## config.mk

```make
export PLATFORM = sky130hd
export DESIGN_NAME = ms_counter_flat
export DESIGN_NICKNAME = d
export VERILOG_FILES = /design/src/rtl/ms_counter_pkg.sv /design/src/rtl/ms_counter_if.sv /design/src/rtl/ms_counter_tick_counter.sv /design/src/rtl/ms_counter.sv /design/src/flat_wrapper.sv
export SDC_FILE = /design/constraint.sdc
export NUM_CORES = 1
export LEC_CHECK = 0
export CAP_MARGIN = 5
export CELL_PAD_IN_SITES_DETAIL_PLACEMENT = 1
export CELL_PAD_IN_SITES_GLOBAL_PLACEMENT = 1
export CORE_MARGIN = 1.5
export CORE_UTILIZATION = 33
export DETAILED_ROUTE_END_ITERATION = 16
export PLACE_DENSITY_LB_ADDON = 0.1
export SETUP_SLACK_MARGIN = 0.15
export SYNTH_ARGS = -nofsm -noshare
export SYNTH_HDL_FRONTEND = slang
export SYNTH_HIERARCHICAL = 1
export SYNTH_SLANG_ARGS = --single-unit
```

## constraint.sdc

```tcl
create_clock -name NEclk -period 1.4 [get_ports NEclk]
set_input_delay 0.28 -clock NEclk [delete_from_list [all_inputs] [get_ports NEclk]]
set_output_delay 0.28 -clock NEclk [all_outputs]
set_load 0.005 [all_outputs]
```

## src/rtl/ms_counter_pkg.sv

```systemverilog
`timescale 1ms/100us
// Shared defaults and elaboration helpers for the elapsed-time meter.
// Pure constants and constant functions; no logic.
package ms_counter_pkg;

  localparam int BITS_DEF        = 10;
  localparam int MS_PER_TICK_DEF = 2;
  localparam int MS_W_DEF        = 11;

  // Minimum ms width that can hold the largest count times the tick period.
  function automatic int ms_width(input int bits, input int mpt);
    longint max_v;
    max_v = ((longint'(1) << bits) - 1) * longint'(mpt);
    return $clog2(max_v + 1);
  endfunction

  function automatic bit is_pow2(input int v);
    return (v > 0) && ((v & (v - 1)) == 0);
  endfunction

endpackage

```

## src/rtl/ms_counter_if.sv

```systemverilog
`timescale 1ms/100us
// Control and result bundle of the elapsed-time meter.
// The master drives Enable/latch; the slave (meter) returns count/ms.
interface ms_counter_if
  import ms_counter_pkg::*;
#(
  parameter int BITS = BITS_DEF,
  parameter int MS_W = MS_W_DEF
);

  logic            Enable;
  logic            latch;
  logic [BITS-1:0] count;
  logic [MS_W-1:0] ms;

  modport master (output Enable, output latch, input count, input ms);
  modport slave  (input Enable, input latch, output count, output ms);

endinterface

```

## src/rtl/ms_counter_tick_counter.sv

```systemverilog
`timescale 1ms/100us
// Falling-edge tick counter with enable and async active-low clear; wraps at 2^BITS.
// count is registered; count_next is the combinational value it takes on the next edge.
module tick_counter
  import ms_counter_pkg::*;
#(
  parameter int BITS = BITS_DEF
) (
  input  logic            NEclk,
  input  logic            Nreset,
  input  logic            i_en,
  output logic [BITS-1:0] o_count,
  output logic [BITS-1:0] o_count_next
);

  localparam logic [BITS-1:0] ONE = BITS'(1);

  logic [BITS-1:0] r_count;
  logic [BITS-1:0] w_count_next;

  always_comb begin
    w_count_next = r_count;
    if (i_en) begin
      w_count_next = r_count + ONE;
    end
  end

  always_ff @(negedge NEclk or negedge Nreset) begin
    if (!Nreset) begin
      r_count <= '0;
    end else begin
      r_count <= w_count_next;
    end
  end

  assign o_count      = r_count;
  assign o_count_next = w_count_next;

endmodule

```

## src/rtl/ms_counter.sv

```systemverilog
`timescale 1ms/100us
// Elapsed-time meter: tick counter plus registered count->ms conversion with hold.
// ms is computed from the next count so it matches count in the same cycle; latch freezes ms only.
module ms_counter
  import ms_counter_pkg::*;
#(
  parameter int BITS        = BITS_DEF,
  parameter int MS_PER_TICK = MS_PER_TICK_DEF,
  parameter int MS_W        = MS_W_DEF
) (
  input  logic         NEclk,
  input  logic         Nreset,
  ms_counter_if.slave  bus
);

  localparam int SHIFT = $clog2(MS_PER_TICK);

  if (MS_PER_TICK < 1) begin : g_bad_mpt
    $error("ms_counter: MS_PER_TICK must be at least 1");
  end

  if (MS_W < ms_width(BITS, MS_PER_TICK)) begin : g_bad_ms_w
    $error("ms_counter: MS_W too narrow for BITS and MS_PER_TICK");
  end

  logic [BITS-1:0] w_count;
  logic [BITS-1:0] w_count_next;
  logic [MS_W-1:0] w_ms_conv;
  logic [MS_W-1:0] r_ms;

  tick_counter #(
    .BITS (BITS)
  ) u_tick (
    .NEclk        (NEclk),
    .Nreset       (Nreset),
    .i_en         (bus.Enable),
    .o_count      (w_count),
    .o_count_next (w_count_next)
  );

  // MS_W is never narrower than BITS, so the cast only zero-extends.
  if (is_pow2(MS_PER_TICK)) begin : g_shift
    assign w_ms_conv = MS_W'(w_count_next) << SHIFT;
  end else begin : g_mult
    assign w_ms_conv = MS_W'(w_count_next) * MS_W'(MS_PER_TICK);
  end

  always_ff @(negedge NEclk or negedge Nreset) begin
    if (!Nreset) begin
      r_ms <= '0;
    end else if (!bus.latch) begin
      r_ms <= w_ms_conv;
    end
  end

  assign bus.count = w_count;
  assign bus.ms    = r_ms;

endmodule

```

## src/flat_wrapper.sv

```systemverilog
// flat-port wrapper written by rule: the top's interface ports become plain ports
module ms_counter_flat import ms_counter_pkg::*;
#(
  parameter int BITS        = BITS_DEF,
  parameter int MS_PER_TICK = MS_PER_TICK_DEF,
  parameter int MS_W        = MS_W_DEF
)
  (NEclk, Nreset, bus_Enable, bus_latch, bus_count, bus_ms);
  ms_counter_if #(.BITS(BITS), .MS_W(MS_W)) bus_i ();
  input  logic NEclk;
  input  logic Nreset;
  input wire logic [$bits(bus_i.Enable)-1:0] bus_Enable;
  input wire logic [$bits(bus_i.latch)-1:0] bus_latch;
  output wire logic [$bits(bus_i.count)-1:0] bus_count;
  output wire logic [$bits(bus_i.ms)-1:0] bus_ms;
  assign bus_i.Enable = bus_Enable;
  assign bus_i.latch = bus_latch;
  assign bus_count = bus_i.count;
  assign bus_ms = bus_i.ms;
  ms_counter #(.BITS(BITS), .MS_PER_TICK(MS_PER_TICK), .MS_W(MS_W)) u_core (.NEclk(NEclk), .Nreset(Nreset), .bus(bus_i));
endmodule
```

Yosys cells after proc, flatten, opt, wreduce, memory -nomap -nowiden
Index checks and enable logic that the tools add are counted.
Word-level totals
  register bits: 20
  output and inout port bits: 21
Cells by class
  add/sub/neg operators: 1
  mux-type cells: 1
Operators by type and width (count)
  $add A10 B1 Y10 const B: 1
  $mux W10: 1

Logic depth before layout (Yosys ltp)
  depth after elaboration: 2
  mapped depth: 5
  mapped depth without buffers: 5

Hierarchy
Netlist, hierarchy kept.
By module, submodules not included
  ms_counter: instances 1, cells an instance 23, area an instance 422.9 um^2, seq. area each 250.2 um^2
  tick_counter: instances 1, cells an instance 31, area an instance 420.4 um^2, seq. area each 250.2 um^2

==> reports/summary.txt <==
Outcome: finished, violations left
Failing checks: setup timing
Clock power share: 0.113
Critical path launch point type: flop
Final setup viols: 38
Synth top area share: 0.593
Bufs and invs on worst path: 1
Most frequent cell after synthesis: dfrtn_1
Clk sinks: 20
Crit. path cell count: 1
Initial drt markers: 2
Max Slew Vio Count: 0
Wire per inst: 16.5 um
P_int: 0.00212 W
Maximum vdd ir drop: 1.61 mV
Clk root buf: clkbuf_4
Post-Route WL: 2.62 mm
Final Hold Viols: 0
Slowest cell delay on critical path: 0.44 ns
Avg Vias per Cell: 4.48
Grt ovf: 0
Die area: 0.00287 mm^2
Async SR Flop Fraction: 1.00
CP arrival: 1.57 ns
CP Class: reg2out
Setup crit end: bus_ms[6]
Fin Clk Skew: 0.00469 ns
Crit path from: u_core/bus.ms[6]
Detailed Place HPWL: 1.30 mm
Top cells by area, synth: dfrtn_1 59%, mux2_4 18%, xnor2_1 7.3%, xor2_1 2.1%, ha_1 1.5%
Largest net degree at the start of global routing: 21
#FFs+latches synth: 20
Distinct cells, synth: 16
Synthesis warning total: 6
Vias: 713
Port bufs: 23
P_leak: 0.915 nW
Initial Utilization: 0.344
CP Capture Type: primary output
Synthesis-to-layout area growth: 94.7%
Worst Path Max Fanout: 2
ANT cells: 0
Share of layout cells above drive strength 1: 0.822
Clock Tree Buf Depth: 2
Gr usage total: 0.183
Final Util: 0.669
Post-synth EDFFs: 0
CP delay by family, top: flip-flops
Ports: 25
Setup repair after global routing missed its margin: true
Worst r2r src: u_core/u_tick/o_count[1]
Core footprint: 0.00245 mm^2
Worst skew pair latency: 0.30 ns
Reg2reg path depth: 7
Num CTS Buffers: 3
Gpl congestion: 0.675
Pwr/cell area: 1890 mW/mm^2
Combinational fraction of design power: 0.599
Nets: 135
Post-synth top area cell: dfrtn_1
Initial antenna violation count: 0
Post-DRT Antenna Nets: 0
Slowest library cell on the worst path: dfrtn_1
Synthesized Nets: 59
Cell count after synthesis: 54
Post-synthesis sequential area ratio: 0.593
Die height: 53.6 um
Site Rows: 18
Flop-to-flop setup slack: -0.29 ns
Vias in the first global route: 735
Sequential power share: 0.288
Fin worst setup slack: -0.449 ns
First-pass GRT wire length: 3.60 mm
Chip width: 53.6 um
First-pass iteration count of the detailed router: 2
Psw: 0.000974 W
Main synth FF type: dfrtn_1
Residual DRC: 0
Tightest hold margin: 0.462 ns
Htree depth: 1
Reg clk slew, reported paths: 0.08 ns
Switching fraction of total power: 0.315
Worst R2R End: u_core/bus.ms[7]
Cell breakdown of the critical path: buf_2
Commonest cells post-synth: 20 x dfrtn_1, 10 x mux2_4, 7 x xnor2_1
Synthesized area per cell: 15.6 um^2
CTS tree: yes
Worst EP required: 1.12 ns
Hold WC Path Type: reg2reg
Synth Cell Area: 843 um^2
Max cap viols: 0
[cell families (layout without fill, tap and decap cells)]
group / Yosys count / after routing / synth area share
xor+xnor: 9 / 9 / 0.0935
fa+ha+maj: 1 / 1 / 0.0148
buf+inv: 2 / 77 / 0.0223
flops: 20 / 20 / 0.593
mux: 11 / 11 / 0.191
other cells: 1 / 1 / 0.00445
simple gates: 10 / 10 / 0.0801
[power by group through the flow]
stage / clock, W / combinational [W] / sequential (W)
detailed placement: 0 / 0.00115 / 0.000900
finish: 0.000349 / 0.00185 / 0.000891
CTS: 0.000346 / 0.00135 / 0.000884
global route: 0.000382 / 0.00197 / 0.000915
floorplan: 0 / 0.000370 / 0.000967
global placement: 0 / 0.00115 / 0.000894
[what timing repair did]
action / 4_1_cts / 5_1_grt
pin swaps: 13 / 9
setup buffers: 14 / 13
hold buffers: 0 / 0
setup endpoints to repair: 40 / 40
resized for setup: 114 / 14
[metrics by stage]
step	TNS [ns]	instance area (um^2)	cells	total power, W	setup WS (ns)
2_1_floorplan	-4.74	870	54	0.00134	-0.451
3_3_place_gp	-25.88	1290	128	0.00204	-1.02
3_5_place_dp	-26.22	1290	128	0.00205	-1.05
4_1_cts	-10.74	1460	146	0.00258	-0.439
5_1_grt	-12.89	1640	159	0.00326	-0.499
6_report	-11.80	1640	159	0.00309	-0.449
[layout make-up]
type                    count  area (um^2)
fillers                   238          813
repair buffers             73          574
flip-flops and latches     20          500
multi-input cells          32          493
well taps                  30         37.5
clock buffers               4         36.3
[layout by cell type (no fill, tap or decap)]
cell	n
and3_4	1
buf_6	15
nand2_4	3
and4_4	2
nand3_4	2
ha_4	1
xnor2_4	2
buf_8	1
xor2_2	2
dfrtn_1	20
nand4_4	1
clkdlybuf4s50_1	1
clkbuf_8	1
conb_1	1
buf_12	1
buf_2	21
mux2_4	11
buf_4	34
xnor2_2	5
clkbuf_4	3
nand4_1	1
[flip-flops by register name, indices dropped and copies added, names as in the netlist]
signal	count
u_core/bus.ms	10
u_core/u_tick/o_count	10
[worst min path at each step]
stage	slack, ns	start	cells after the start	endpoint
after global routing	0.48	u_core/bus.ms[5]	1	u_core/bus.ms[5]
final	0.46	u_core/bus.ms[5]	1	u_core/bus.ms[5]
after detailed placement	0.46	u_core/bus.ms[3]	1	u_core/bus.ms[3]
after global placement	0.46	u_core/bus.ms[5]	1	u_core/bus.ms[5]
after floorplan	0.44	u_core/u_tick/o_count[9]	1	u_core/u_tick/o_count[9]
after CTS	0.46	u_core/bus.ms[5]	1	u_core/bus.ms[5]
[metal layers]
layer	track usage	vias up	share of wire
met5	0	-	0
met4	0.0726	0	0.026
met1	0.232	356	0.40
li1	-	331	-
met2	0.309	20	0.54
met3	0.0361	6	0.035
(Power assumes the default switching activity.)
